$ cat src/rtl/data_block_sequencer_if.sv
// -----------------------------------------------------------------------------
// data_block_sequencer_if
//   Bundles the request/configuration inputs, the physical-layer handshake and
//   the status outputs of the data block sequencer.
//   master : register/DMA + physical-layer side (drives requests and handshakes)
//   slave  : the sequencer itself
//   Signals:
//     iNewData, iWriteRead, iMultipleData, iBlocks, iTimeout_enable,
//     iTimeout_reg             transfer request and its configuration
//     iSerial_ready, iFIFO_ok  per-block readiness of serializer and FIFO
//     iBlock_done, iCrc_ok     per-block completion pulse and CRC status
//     iAbort                   terminate the current transfer
//     oSend .. oAborted        sequencing outputs and sticky status flags
// -----------------------------------------------------------------------------
interface data_block_sequencer_if #(
  parameter int BLOCK_W   = 4,
  parameter int TIMEOUT_W = 16
);
  logic                 iNewData;
  logic                 iWriteRead;
  logic                 iMultipleData;
  logic [BLOCK_W-1:0]   iBlocks;
  logic                 iTimeout_enable;
  logic [TIMEOUT_W-1:0] iTimeout_reg;
  logic                 iSerial_ready;
  logic                 iFIFO_ok;
  logic                 iBlock_done;
  logic                 iCrc_ok;
  logic                 iAbort;

  logic                 oSend;
  logic                 oWriteRead;
  logic                 oMultipleData;
  logic [BLOCK_W-1:0]   oBlock_index;
  logic                 oBusy;
  logic                 oIdle;
  logic                 oData_transfer_complete;
  logic                 oTimeout_oc;
  logic                 oCrc_error;
  logic                 oAborted;

  modport master (
    output iNewData, iWriteRead, iMultipleData, iBlocks, iTimeout_enable,
           iTimeout_reg, iSerial_ready, iFIFO_ok, iBlock_done, iCrc_ok, iAbort,
    input  oSend, oWriteRead, oMultipleData, oBlock_index, oBusy, oIdle,
           oData_transfer_complete, oTimeout_oc, oCrc_error, oAborted
  );

  modport slave (
    input  iNewData, iWriteRead, iMultipleData, iBlocks, iTimeout_enable,
           iTimeout_reg, iSerial_ready, iFIFO_ok, iBlock_done, iCrc_ok, iAbort,
    output oSend, oWriteRead, oMultipleData, oBlock_index, oBusy, oIdle,
           oData_transfer_complete, oTimeout_oc, oCrc_error, oAborted
  );
endinterface

$ cat src/rtl/data_block_sequencer.sv
// -----------------------------------------------------------------------------
// data_block_sequencer
//   Sequences a complete SD data transfer (one block or a counted run of
//   blocks) between the register/DMA side and the data physical layer. One
//   request is latched; per block the controller waits for the serializer and
//   the FIFO, raises oSend, polices the block timeout and CRC status, and
//   finally pulses oData_transfer_complete.
//   Ports:
//     iClock  system clock (posedge)
//     iReset  asynchronous, active-high reset
//     bus     data_block_sequencer_if.slave: request/config inputs, block
//             handshake, sequencing outputs and sticky status flags
// -----------------------------------------------------------------------------
module data_block_sequencer #(
  parameter int BLOCK_W    = 4,
  parameter int TIMEOUT_W  = 16,
  parameter int GAP_CYCLES = 2
) (
  input  logic                    iClock,
  input  logic                    iReset,
  data_block_sequencer_if.slave   bus
);

  localparam int GAP_W = (GAP_CYCLES > 1) ? $clog2(GAP_CYCLES) : 1;

  typedef enum logic [2:0] {
    S_IDLE,
    S_WAIT_READY,
    S_WAIT_FIFO,
    S_SEND,
    S_GAP,
    S_DONE,
    S_ERROR
  } state_t;

  state_t               state_q;
  logic                 to_en_q;
  logic [TIMEOUT_W-1:0] to_reg_q;
  logic [TIMEOUT_W-1:0] cnt_q;
  logic [BLOCK_W-1:0]   remaining_q;
  logic [GAP_W-1:0]     gap_q;

  logic                 send_q;
  logic                 wr_q;
  logic                 multi_q;
  logic [BLOCK_W-1:0]   idx_q;
  logic                 busy_q;
  logic                 idle_q;
  logic                 cpl_q;
  logic                 timeout_q;
  logic                 crc_err_q;
  logic                 aborted_q;

  logic [BLOCK_W-1:0]   start_blocks;
  logic                 active;

  // Single-block requests always move exactly one block.
  assign start_blocks = bus.iMultipleData ? bus.iBlocks : BLOCK_W'(1);

  // Abort is honoured only while a block run is in progress; DONE/ERROR are
  // already terminating and will complete on the next edge regardless.
  assign active = (state_q == S_WAIT_READY) || (state_q == S_WAIT_FIFO) ||
                  (state_q == S_SEND)       || (state_q == S_GAP);

  always_ff @(posedge iClock or posedge iReset) begin
    if (iReset) begin
      state_q     <= S_IDLE;
      to_en_q     <= 1'b0;
      to_reg_q    <= '0;
      cnt_q       <= '0;
      remaining_q <= '0;
      gap_q       <= '0;
      send_q      <= 1'b0;
      wr_q        <= 1'b0;
      multi_q     <= 1'b0;
      idx_q       <= '0;
      busy_q      <= 1'b0;
      idle_q      <= 1'b1;
      cpl_q       <= 1'b0;
      timeout_q   <= 1'b0;
      crc_err_q   <= 1'b0;
      aborted_q   <= 1'b0;
    end else begin
      cpl_q <= 1'b0;
      if (active && bus.iAbort) begin
        // Abort outranks a same-cycle block completion: remaining and the
        // CRC flag are left untouched.
        aborted_q <= 1'b1;
        send_q    <= 1'b0;
        state_q   <= S_ERROR;
      end else begin
        case (state_q)
          S_IDLE: begin
            if (bus.iNewData) begin
              wr_q        <= bus.iWriteRead;
              multi_q     <= bus.iMultipleData;
              to_en_q     <= bus.iTimeout_enable;
              to_reg_q    <= bus.iTimeout_reg;
              remaining_q <= start_blocks;
              idx_q       <= '0;
              timeout_q   <= 1'b0;
              crc_err_q   <= 1'b0;
              aborted_q   <= 1'b0;
              busy_q      <= 1'b1;
              idle_q      <= 1'b0;
              state_q     <= (start_blocks == '0) ? S_DONE : S_WAIT_READY;
            end else begin
              busy_q <= 1'b0;
              idle_q <= 1'b1;
            end
          end
          S_WAIT_READY: begin
            if (bus.iSerial_ready) state_q <= S_WAIT_FIFO;
          end
          S_WAIT_FIFO: begin
            if (bus.iFIFO_ok) begin
              cnt_q   <= to_reg_q;
              send_q  <= 1'b1;
              state_q <= S_SEND;
            end
          end
          S_SEND: begin
            if (bus.iBlock_done) begin
              send_q <= 1'b0;
              if (!bus.iCrc_ok) begin
                crc_err_q <= 1'b1;
                state_q   <= S_ERROR;
              end else begin
                remaining_q <= remaining_q - 1'b1;
                if (remaining_q == BLOCK_W'(1)) begin
                  state_q <= S_DONE;
                end else begin
                  idx_q   <= idx_q + 1'b1;
                  gap_q   <= GAP_W'(GAP_CYCLES - 1);
                  state_q <= S_GAP;
                end
              end
            end else if (to_en_q) begin
              // Counter reaching zero with no completion still grants one
              // more cycle, so a load of N allows N+1 cycles in SEND.
              if (cnt_q == '0) begin
                send_q    <= 1'b0;
                timeout_q <= 1'b1;
                state_q   <= S_ERROR;
              end else begin
                cnt_q <= cnt_q - 1'b1;
              end
            end
          end
          S_GAP: begin
            if (gap_q == '0) state_q <= S_WAIT_READY;
            else             gap_q   <= gap_q - 1'b1;
          end
          S_DONE, S_ERROR: begin
            cpl_q   <= 1'b1;
            state_q <= S_IDLE;
          end
          default: state_q <= S_IDLE;
        endcase
      end
    end
  end

  assign bus.oSend                   = send_q;
  assign bus.oWriteRead              = wr_q;
  assign bus.oMultipleData           = multi_q;
  assign bus.oBlock_index            = idx_q;
  assign bus.oBusy                   = busy_q;
  assign bus.oIdle                   = idle_q;
  assign bus.oData_transfer_complete = cpl_q;
  assign bus.oTimeout_oc             = timeout_q;
  assign bus.oCrc_error              = crc_err_q;
  assign bus.oAborted                = aborted_q;

endmodule

$ cat src/flat_wrapper.sv
// flat-port wrapper written by rule: the top's interface ports become plain ports
module data_block_sequencer_flat 
#(
  parameter int BLOCK_W    = 4,
  parameter int TIMEOUT_W  = 16,
  parameter int GAP_CYCLES = 2
)
  (iClock, iReset, bus_iNewData, bus_iWriteRead, bus_iMultipleData, bus_iBlocks, bus_iTimeout_enable, bus_iTimeout_reg, bus_iSerial_ready, bus_iFIFO_ok, bus_iBlock_done, bus_iCrc_ok, bus_iAbort, bus_oSend, bus_oWriteRead, bus_oMultipleData, bus_oBlock_index, bus_oBusy, bus_oIdle, bus_oData_transfer_complete, bus_oTimeout_oc, bus_oCrc_error, bus_oAborted);
  data_block_sequencer_if #(.BLOCK_W(BLOCK_W), .TIMEOUT_W(TIMEOUT_W)) bus_i ();
  input  logic iClock;
  input  logic iReset;
  input wire logic [$bits(bus_i.iNewData)-1:0] bus_iNewData;
  input wire logic [$bits(bus_i.iWriteRead)-1:0] bus_iWriteRead;
  input wire logic [$bits(bus_i.iMultipleData)-1:0] bus_iMultipleData;
  input wire logic [$bits(bus_i.iBlocks)-1:0] bus_iBlocks;
  input wire logic [$bits(bus_i.iTimeout_enable)-1:0] bus_iTimeout_enable;
  input wire logic [$bits(bus_i.iTimeout_reg)-1:0] bus_iTimeout_reg;
  input wire logic [$bits(bus_i.iSerial_ready)-1:0] bus_iSerial_ready;
  input wire logic [$bits(bus_i.iFIFO_ok)-1:0] bus_iFIFO_ok;
  input wire logic [$bits(bus_i.iBlock_done)-1:0] bus_iBlock_done;
  input wire logic [$bits(bus_i.iCrc_ok)-1:0] bus_iCrc_ok;
  input wire logic [$bits(bus_i.iAbort)-1:0] bus_iAbort;
  output wire logic [$bits(bus_i.oSend)-1:0] bus_oSend;
  output wire logic [$bits(bus_i.oWriteRead)-1:0] bus_oWriteRead;
  output wire logic [$bits(bus_i.oMultipleData)-1:0] bus_oMultipleData;
  output wire logic [$bits(bus_i.oBlock_index)-1:0] bus_oBlock_index;
  output wire logic [$bits(bus_i.oBusy)-1:0] bus_oBusy;
  output wire logic [$bits(bus_i.oIdle)-1:0] bus_oIdle;
  output wire logic [$bits(bus_i.oData_transfer_complete)-1:0] bus_oData_transfer_complete;
  output wire logic [$bits(bus_i.oTimeout_oc)-1:0] bus_oTimeout_oc;
  output wire logic [$bits(bus_i.oCrc_error)-1:0] bus_oCrc_error;
  output wire logic [$bits(bus_i.oAborted)-1:0] bus_oAborted;
  assign bus_i.iNewData = bus_iNewData;
  assign bus_i.iWriteRead = bus_iWriteRead;
  assign bus_i.iMultipleData = bus_iMultipleData;
  assign bus_i.iBlocks = bus_iBlocks;
  assign bus_i.iTimeout_enable = bus_iTimeout_enable;
  assign bus_i.iTimeout_reg = bus_iTimeout_reg;
  assign bus_i.iSerial_ready = bus_iSerial_ready;
  assign bus_i.iFIFO_ok = bus_iFIFO_ok;
  assign bus_i.iBlock_done = bus_iBlock_done;
  assign bus_i.iCrc_ok = bus_iCrc_ok;
  assign bus_i.iAbort = bus_iAbort;
  assign bus_oSend = bus_i.oSend;
  assign bus_oWriteRead = bus_i.oWriteRead;
  assign bus_oMultipleData = bus_i.oMultipleData;
  assign bus_oBlock_index = bus_i.oBlock_index;
  assign bus_oBusy = bus_i.oBusy;
  assign bus_oIdle = bus_i.oIdle;
  assign bus_oData_transfer_complete = bus_i.oData_transfer_complete;
  assign bus_oTimeout_oc = bus_i.oTimeout_oc;
  assign bus_oCrc_error = bus_i.oCrc_error;
  assign bus_oAborted = bus_i.oAborted;
  data_block_sequencer #(.BLOCK_W(BLOCK_W), .TIMEOUT_W(TIMEOUT_W), .GAP_CYCLES(GAP_CYCLES)) u_core (.iClock(iClock), .iReset(iReset), .bus(bus_i));
endmodule
$ cat config.mk
export PLATFORM = sky130hd
export DESIGN_NAME = data_block_sequencer_flat
export DESIGN_NICKNAME = d
export VERILOG_FILES = /design/src/rtl/data_block_sequencer_if.sv /design/src/rtl/data_block_sequencer.sv /design/src/flat_wrapper.sv
export SDC_FILE = /design/constraint.sdc
export NUM_CORES = 1
export LEC_CHECK = 0
export BUFFER_PORTS_ARGS = -buffer_cell sky130_fd_sc_hd__buf_2
export CORE_MARGIN = 2
export CORE_UTILIZATION = 53
export CTS_BUF_LIST = sky130_fd_sc_hd__clkbuf_8
export DETAILED_ROUTE_END_ITERATION = 8
export PLACE_DENSITY = 0.79
export SETUP_SLACK_MARGIN = 0.2
export SYNTH_ARGS = -nofsm -noshare
export SYNTH_HDL_FRONTEND = slang
export SYNTH_SLANG_ARGS = --single-unit
$ cat constraint.sdc
create_clock -name iClock -period 2.2 [get_ports iClock]
set_input_delay 0.33 -clock iClock [delete_from_list [all_inputs] [get_ports iClock]]
set_output_delay 0.33 -clock iClock [all_outputs]
set_load 0.005 [all_outputs]
# Word-level counts from Yosys, hierarchy flattened
# Index checks and enable logic that the tools add are counted.
dict set report classes {
  n_reduce_logical 25
  n_mux 52
  n_eq_ne 23
  addsub 4
  bitwise_logic 1
}
# operator count
set ops {}
lappend ops {{16-bit two-way mux} 4}
lappend ops {{4-bit two-way mux} 8}
lappend ops {{16-bit one-hot mux with 2 select lines} 1}
lappend ops {{3-bit two-way mux} 10}
lappend ops {{6-bit AND reduction} 4}
lappend ops {{1-bit two-way mux} 22}
lappend ops {{2-bit != test (second input constant)} 9}
lappend ops {{16-bit zero test} 1}
lappend ops {{4-bit one-hot mux with 2 select lines} 2}
lappend ops {{16-bit by 1-bit subtractor with 16-bit output (second input constant)} 1}
lappend ops {{3-bit one-hot mux with 5 select lines} 1}
lappend ops {{5-bit AND reduction} 3}
lappend ops {{2-bit nonzero test} 5}
lappend ops {{3-bit == test (second input constant)} 3}
lappend ops {{3-bit != test (second input constant)} 3}
lappend ops {{1-bit one-hot mux with 2 select lines} 4}
lappend ops {{3-bit by 2-bit == test with 1-bit output (second input constant)} 2}
lappend ops {{4-bit by 1-bit adder with 4-bit output (second input constant)} 1}
lappend ops {{4-bit by 1-bit == test with 1-bit output (second input constant)} 1}
lappend ops {{4-bit zero test} 1}
lappend ops {{4-bit by 3-bit != test with 1-bit output (second input constant)} 1}
lappend ops {{4-bit != test (second input constant)} 1}
lappend ops {{2-bit AND reduction} 2}
lappend ops {{4-bit AND reduction} 1}
lappend ops {{12 further kinds} 14}
dict set report word_totals {
  reg_bits 54
  word_cells 121
  output_inout_bits 13
  in_bits 31
}

# Longest topological paths before layout
# Gate-level depths: netlist (run 1).
dict set report depth {
  depth_word 7
  ltp_mapped 8
  depth_no_buf 7
}

# Worst setup path after synthesis (run 1)
# OpenSTA, ideal clock, no wires.
dict set report synth_timing {
  path_kind {reg2reg}
  from {register u_core.cnt_q[0]}
  to {register u_core.cnt_q[9]}
  required_ns 2.079
  arrival_time_ns 2.016
  slack_ns 0.063
  period_less_slack_ns 2.137
  setup_time_ns 0.121
  stages_incl_launch_ff 8
  n_path_buf 1
  path_cell_list {dfrtp_1 -> inv_1 -> ha_1 -> or4b_2 -> nor4_2 -> a21oi_1 -> clkbuf_1 -> a22o_1}
}
dict set report synth_between {
  elab_chain_cells 5
  word_cells_on_any_way 8
  cone_classes {add/sub (1); eq/ne (1); mux (4); reduce/logical (2)}
}
# item line_no
set synth_rtl {}
lappend synth_rtl {{start: declaration} data_block_sequencer.sv:39} ;# logic [TIMEOUT_W-1:0] cnt_q;
lappend synth_rtl {{start signal: assignment} data_block_sequencer.sv:117} ;# cnt_q <= to_reg_q;
lappend synth_rtl {{start signal: assignment} data_block_sequencer.sv:146} ;# cnt_q <= cnt_q - 1'b1;
lappend synth_rtl {{16-bit by 1-bit subtractor with 16-bit output} data_block_sequencer.sv:146}
lappend synth_rtl {{16-bit two-way mux} data_block_sequencer.sv:141} ;# if (cnt_q == '0) begin
lappend synth_rtl {{16-bit two-way mux} data_block_sequencer.sv:138} ;# end else if (to_en_q) begin
lappend synth_rtl {{16-bit two-way mux} data_block_sequencer.sv:123} ;# if (bus.iBlock_done) begin
lappend synth_rtl {{16-bit one-hot mux with 2 select lines} data_block_sequencer.sv:92} ;# case (state_q)
# Parallel ways exist; a longest one is shown, timed or not. The select of a mux whose other input is x is not followed.
# A chain may end at the register's enable or synchronous reset.

# Worst setup path after layout (run 1)
# Ends and elaborated chain as after synthesis.

==> run_results.csv, run 1 <==
group,metric,value,unit
run_status,status,"complete, no violations",
global_route,grt_max_degree,37,
worst_setup_path,cp-end-kind,"flip-flop",
worst_setup_path,reg2reg_to,"u_core.cnt_q[9]",
logic_synthesis,syn_inst,295,
clock_network,clk_pin_slew,100,ps
worst_setup_path,critPathMaxFanout,6,
pwr,powerDensity,1290,nW/um^2
logic_synthesis,async_flop_share,100,%
logic_synthesis,synth.area.top_cells,"dfrtp_1 (47%), mux2_2 (8.3%), o21ai_0 (5.6%)",
global_route,gr-usage-all-layers,23.0,%
sta,min_period,2160,ps
worst_hold_path,worstHoldPathType,"primary input to async pin",
logic_synthesis,avgSynthCellArea,9.65,sq um
detailed_routing,vias,2518,
worst_setup_path,critPathBufInv,3,
logic_synthesis,synth-seq-cells,54,
placement,port_buffers,43,
detailed_routing,postRouteAntennaNets,0,
global_route,grt_pass1_vias,2470,
run,cap_violations,0,
global_route,grt_overflow,0,
layout,fin_util,69.1,%
logic_synthesis,synth_cell_types,49,
layout,final_net_count,394,
detailed_routing,first_iter_violations,145,
floorplanning,die_h,77.3,um
sta,timing.fmax,464,MHz
detailed_routing,wire_per_inst,15.9,um
clock_network,clock_path_buffers,2,
placement,dp.cells,410,
sta,finalHoldViolations,0,
logic_synthesis,syn_nets,331,
detailed_routing,drc_errors,0,
global_route,grt_pass1_wl,11100,um
worst_setup_path,cp_data_required_time,2400,ps
floorplanning,coreArea,5140,sq um
worst_setup_path,crit_path_start_kind,"flip-flop",
logic_synthesis,yosysMostFrequentCell,"dfrtp_1",
floorplanning,rows,26,
sta,layout_setup_ws,44.4,ps
global_route,antenna_found_initial,0,
worst_setup_path,crit_arrival,2360,ps
placement,post-dp-hpwl,4520,um
sta,rsz0062_at_grt,"yes",
logic_synthesis,synth_common_cells,"dfrtp_1 (53), o21ai_0 (32), a21oi_1 (21), mux2_2 (21), nor2_1 (21)",
worst_setup_path,rr_worst_depth,8,
logic_synthesis,synth_area,2850,sq um
pwr,max-vdd-ir-drop,930,uV
pwr,p_leak,0.00158,uW
layout,fin_cells,429,
logic_synthesis,synth_ff_type,"dfrtp_1",
clock_network,worstSkewPairLatency,310,ps
floorplanning,initial_core_util,55.4,%
worst_setup_path,cp_top_family,"simple AND/OR/NAND/NOR gates",
layout,diodes,0,
clock_network,clock_sinks,54,
sta,fin_crit_sh,98.0,%
worst_setup_path,r2r_slack,40,ps
placement,dpl_worst_slack,104,ps
sta,tightestPinTransition,575,ps
sta,relSlewSlack,61.6,%
floorplanning,die_width,77.3,um
logic_synthesis,synth_top_area_cell,"dfrtp_1",
layout,fillCellCount,398,
logic_synthesis,synth_top_area_share,46.6,%
floorplanning,num_io_pins,44,
sta,setup_viol,0,
worst_setup_path,r2r-start,"u_core.cnt_q[0]",
detailed_routing,viasPerCell,5.87,
clock_network,cts_made_buffers,5,
logic_synthesis,synth_edf_count,0,
detailed_routing,dr.pass1.iters,4,
clock_network,cts_tree,"done",
placement,place.gp.congestion,0.902,
layout,drive_above_1_share,37.6,%
floorplanning,die_area,5970,sq um
clock_network,cts-root-buf,"clkbuf_8",
detailed_routing,routed_wl,6820,um
logic_synthesis,yosysSeqAreaShare,47.5,%
sta,fin_skew,8.04,ps
worst_setup_path,crit_path_cell_trace,"inv_2, ha_1, or4b_4, nor4_4, buf_4, a21oi_4, buf_6, a22o_1",
worst_setup_path,critPathMaxStageDelay,470,ps
logic_synthesis,synth_warnings,0,
layout,area_delta_synth_final,24.7,%
clock_network,htreeDepth,2,
sta,slew_viol_final,0,
sta,setup-tns-final,0,ps
worst_setup_path,path_class,"flip-flop to flip-flop",
worst_setup_path,cp_slowest_cell,"or4b_4",
## metal layers
metal / track usage [%] / up-vias / part of all wire (%)
met3: 4.47 / 12 / 4.8
li1: - / 1201 / -
met5: 0 / - / 0
met2: 39.1 / 81 / 51
met1: 28.7 / 1224 / 43
met4: 9.11 / 0 / 1.5
## layout by cell type, fill, tap and decap left out, types with 4 or more instances in the layout
cell | synthesis | routed
dfrtp_1 | 53 | 52
buf_2 | 1 | 43
buf_4 | 0 | 26
o21ai_0 | 32 | 23
nor2_1 | 21 | 21
mux2_2 | 21 | 20
nand2_1 | 18 | 18
a21oi_1 | 21 | 18
nor3_1 | 11 | 10
nand3_1 | 9 | 9
inv_1 | 9 | 6
clkbuf_8 | 0 | 6
o21ai_2 | 0 | 5
ha_1 | 5 | 5
or3_1 | 6 | 4
a21o_1 | 4 | 4
o21ai_1 | 0 | 4
nor4_1 | 4 | 4
buf_6 | 0 | 4
## per-stage QoR
stage	area, sq um	power (uW)	hold slack [ps]
after floorplan	2890	3140	405
after global placement	3270	3660	421
after detailed placement	3270	3750	418
after CTS	3410	4380	79.6
after global routing	3550	4940	122
final	3550	4600	65.2
## worst register-to-register path, stage by stage, from the launching register on
cell     delay (ps)
dfrtp_1         410
inv_2            90
ha_1            140
or4b_4          470
nor4_4          320
buf_4           180
a21oi_4          90
buf_6           160
a22o_1          200
## flip-flops by register name, indices dropped and copies added, names as in the netlist, 3 cells and up
| signal | cells |
|---|---|
| u_core.cnt_q | 16 |
| u_core.to_reg_q | 16 |
| u_core.bus.oBlock_index | 4 |
| u_core.remaining_q | 4 |
| u_core.state_q | 3 |
## power by group
part           switching (uW)  total [uW]  internal, uW
logic                    1110        2200          1090
registers                 360        1810          1450
clock network             330         583           254
## cell type report
class	instances	area, sq um	area share [%]
Multi-Input combinational cell	214	1510	42.4
Sequential cell	54	1350	38.1
Timing Repair Buffer	74	475	13.4
Tap cell	70	87.6	2.47
Clock buffer	6	82.6	2.33
Inverter	9	33.8	0.951
Clock inverter	2	12.5	0.352
## how the worst max path moves through the flow
stage / startpoint / to / cells past startpoint
CTS: u_core.cnt_q[12] / u_core.cnt_q[11] / 5
floorplan: u_core.cnt_q[7] / u_core.cnt_q[13] / 5
detailed placement: u_core.cnt_q[7] / u_core.cnt_q[11] / 5
finish: u_core.cnt_q[0] / u_core.cnt_q[9] / 8
global route: u_core.cnt_q[0] / u_core.cnt_q[12] / 8
global placement: u_core.cnt_q[7] / u_core.cnt_q[15] / 5
## what timing repair did
action | CTS | global route
resized for setup | 5 | 31
pin swaps | 6 | 8
endpoints found under the setup margin | 16 | 24
setup buffers | 3 | 8
hold buffers | 0 | 0
cloned | 0 | 0
## cell families (layout without fill, tap and decap cells)
logic type               Yosys count  after routing  synth area share, %
multiplexers                      24             24                 9.36
AO/OA/AOI/OAI                     90             90                 19.5
adder cells (fa/ha/maj)            5              5                 2.20
buffers and inverters             27             91                 3.60
XOR/XNOR                           3              3                0.923
flip-flops                        54             54                 47.5
AND/OR/NAND/NOR                   92             92                 16.9
Note: power is estimated with default switching activity, not from simulation.
==> run 2: changes to the inputs <==
SETUP_SLACK_MARGIN = not set   (was 0.2)
==> run 2 against run 1 <==
Effect of this change:
- sequential power decreased by 3%
- sequential share of layout area rose by 1.1 points
- utilization decreased by 1.9 points
- fmax increased by 0.58%
- register-to-register slack hardly changed
- highest routed layer unchanged
- sequential cell count unchanged
- clock skew barely moved
- worst hold slack improved by 120 ps
- critical path type unchanged
==> run_results.csv, run 2 (same netlist as run 1, synthesis figures left out) <==
group,metric,value,unit
global_route,grt_overflow,0,
clock_network,cts_hold_buf,0,
clock_network,cts_tree,"done",
detailed_routing,vias,2421,
worst_setup_path,reg2reg_to,"u_core.cnt_q[13]",
floorplanning,die_area,5970,sq um
layout,layout_common_cells,"dfrtp_1 (53), buf_2 (43), o21ai_0 (32), buf_4 (30)",
floorplanning,coreArea,5140,sq um
worst_setup_path,r2r_slack,60,ps
clock_network,clock_sinks,54,
detailed_routing,wire_per_inst,15.1,um
global_route,grt_pass1_wl,11200,um
clock_network,cts-root-buf,"clkbuf_8",
sta,setup_viol,0,
placement,dp.cells,418,
worst_setup_path,critPathBufInv,0,
pwr,max-vdd-ir-drop,677,uV
worst_setup_path,crit_path_start_kind,"flip-flop",
detailed_routing,first_iter_violations,137,
worst_setup_path,startpoint,"u_core.cnt_q[6]",
floorplanning,die_h,77.3,um
detailed_routing,postRouteAntennaNets,0,
placement,post-dp-hpwl,4550,um
layout,final_common_cell,"dfrtp_1",
layout,fin_area,3450,sq um
run_status,status,"complete, no violations",
floorplanning,initial_core_util,55.4,%
worst_setup_path,cp_top_family,"simple AND/OR/NAND/NOR gates",
worst_setup_path,path_class,"flip-flop to flip-flop",
clock_network,worstSkewPairLatency,310,ps
worst_setup_path,r2r-start,"u_core.cnt_q[6]",
layout,final_net_count,393,
worst_setup_path,cp_slowest_cell,"or4_4",
layout,diodes,0,
detailed_routing,dr.pass1.iters,4,
layout,drive_above_1_share,33.0,%
sta,relSlewSlack,54.6,%
worst_setup_path,critPathMaxStageDelay,580,ps
floorplanning,die_width,77.3,um
layout,layout_top_registers,"u_core.cnt_q (16), u_core.to_reg_q (16)",
layout,fin_cells,428,
detailed_routing,routed_wl,6470,um
clock_network,clk_pin_slew,100,ps
placement,port_buffers,43,
sta,finalHoldViolations,0,
sta,min_period,2140,ps
sta,timing.fmax,467,MHz
clock_network,cts_made_buffers,5,
pwr,powerDensity,1310,nW/um^2
placement,placed_area,3290,sq um
worst_setup_path,cp-end-kind,"flip-flop",
clock_network,htreeDepth,2,
worst_setup_path,critPathMaxFanout,5,
floorplanning,rows,26,
floorplanning,num_io_pins,44,
detailed_routing,viasPerCell,5.66,
detailed_routing,drc_errors,0,
global_route,antenna_found_initial,0,
clock_network,clock_path_buffers,2,
placement,place.gp.congestion,0.979,
pwr,p_leak,0.00155,uW
global_route,grt_max_degree,55,
layout,area_delta_synth_final,21.3,%
run,cap_violations,0,
sta,fin_skew,8.42,ps
global_route,grt_pass1_vias,2461,
sta,fin_crit_sh,97.4,%
worst_setup_path,crit_path_cell_trace,"or4_4, or2_4, or3_4, o311ai_2, o21ai_0",
sta,tightestPinTransition,680,ps
global_route,gr-usage-all-layers,23.3,%
worst_hold_path,worstHoldPathType,"primary input to async pin",
worst_setup_path,cp_data_required_time,2390,ps
sta,slew_viol_final,0,
worst_setup_path,rr_worst_depth,5,
worst_setup_path,crit_arrival,2340,ps
## run 2: cell count changes in the layout (fill, tap and decap cells not counted), moves of 2 or more
| cell | before | now |
|---|---|---|
| o21ai_1 | 4 | 0 |
| o22ai_2 | 2 | 0 |
| o21ai_2 | 5 | 0 |
| o21ai_0 | 23 | 32 |
| o22ai_1 | 1 | 3 |
| a21oi_1 | 18 | 20 |
| buf_6 | 4 | 0 |
| buf_4 | 26 | 30 |
| inv_1 | 6 | 8 |
## run 2: what timing repair did
action                     in CTS  in global routing
pin swaps                       0                  1
setup endpoints to repair       7                 19
buffers inserted                0                  2
gates resized for setup         2                  8
## run 2: area by class of cell
| cell class | instances | area [sq um] |
|---|---|---|
| Sequential cell | 54 | 1350 |
| Clock inverter | 3 | 41.3 |
| Multi-Input combinational cell | 214 | 1430 |
| Clock buffer | 5 | 68.8 |
| Inverter | 9 | 33.8 |
| Tap cell | 70 | 87.6 |
| Fill cell | 439 | 1690 |
| Timing Repair Buffer | 73 | 440 |
## run 2: metal layers
metal / part of all wire [%] / GRT usage, %
met1: 44 / 29.3
met2: 50 / 40.1
met3: 3.3 / 4.94
met4: 2.7 / 7.50
met5: 0 / 0
## run 2: through the flow
| stage | power, uW | hold slack [ps] | utilization (%) | worst slack [ps] | TNS (ps) |
|---|---|---|---|---|---|
| 2_1_floorplan | 3080 | 405 | - | 63.2 | 0 |
| 3_3_place_gp | 3690 | 460 | 64.0 | 89.7 | 0 |
| 3_5_place_dp | 3780 | 465 | 64.0 | -8.75 | -22.7 |
| 4_1_cts | 4450 | 216 | 66.2 | 12.6 | 0 |
| 5_1_grt | 4870 | 223 | 67.2 | -22.3 | -45.2 |
| 6_report | 4510 | 189 | 67.2 | 56.9 | 0 |
## run 2: worst max path at each step
| stage | endpoint | slack (ps) | cells past startpoint |
|---|---|---|---|
| floorplan | u_core.cnt_q[9] | 60 | 7 |
| global placement | u_core.cnt_q[1] | 90 | 7 |
| detailed placement | u_core.cnt_q[9] | -9 | 7 |
| CTS | u_core.cnt_q[11] | 10 | 8 |
| global route | u_core.cnt_q[5] | -20 | 9 |
| finish | u_core.cnt_q[13] | 60 | 5 |
## run 2: where the power goes
group	internal [uW]	switching, uW	total (uW)
Clock	335	330	665
Combinational	1020	1070	2090
Sequential	1450	309	1760
## run 2: worst reg2reg max path: stages, from the launching register on
cell and delay, ps:
dfrtp_1 390, or4_4 580, or2_4 270, or3_4 390, o311ai_2 260, o21ai_0 130
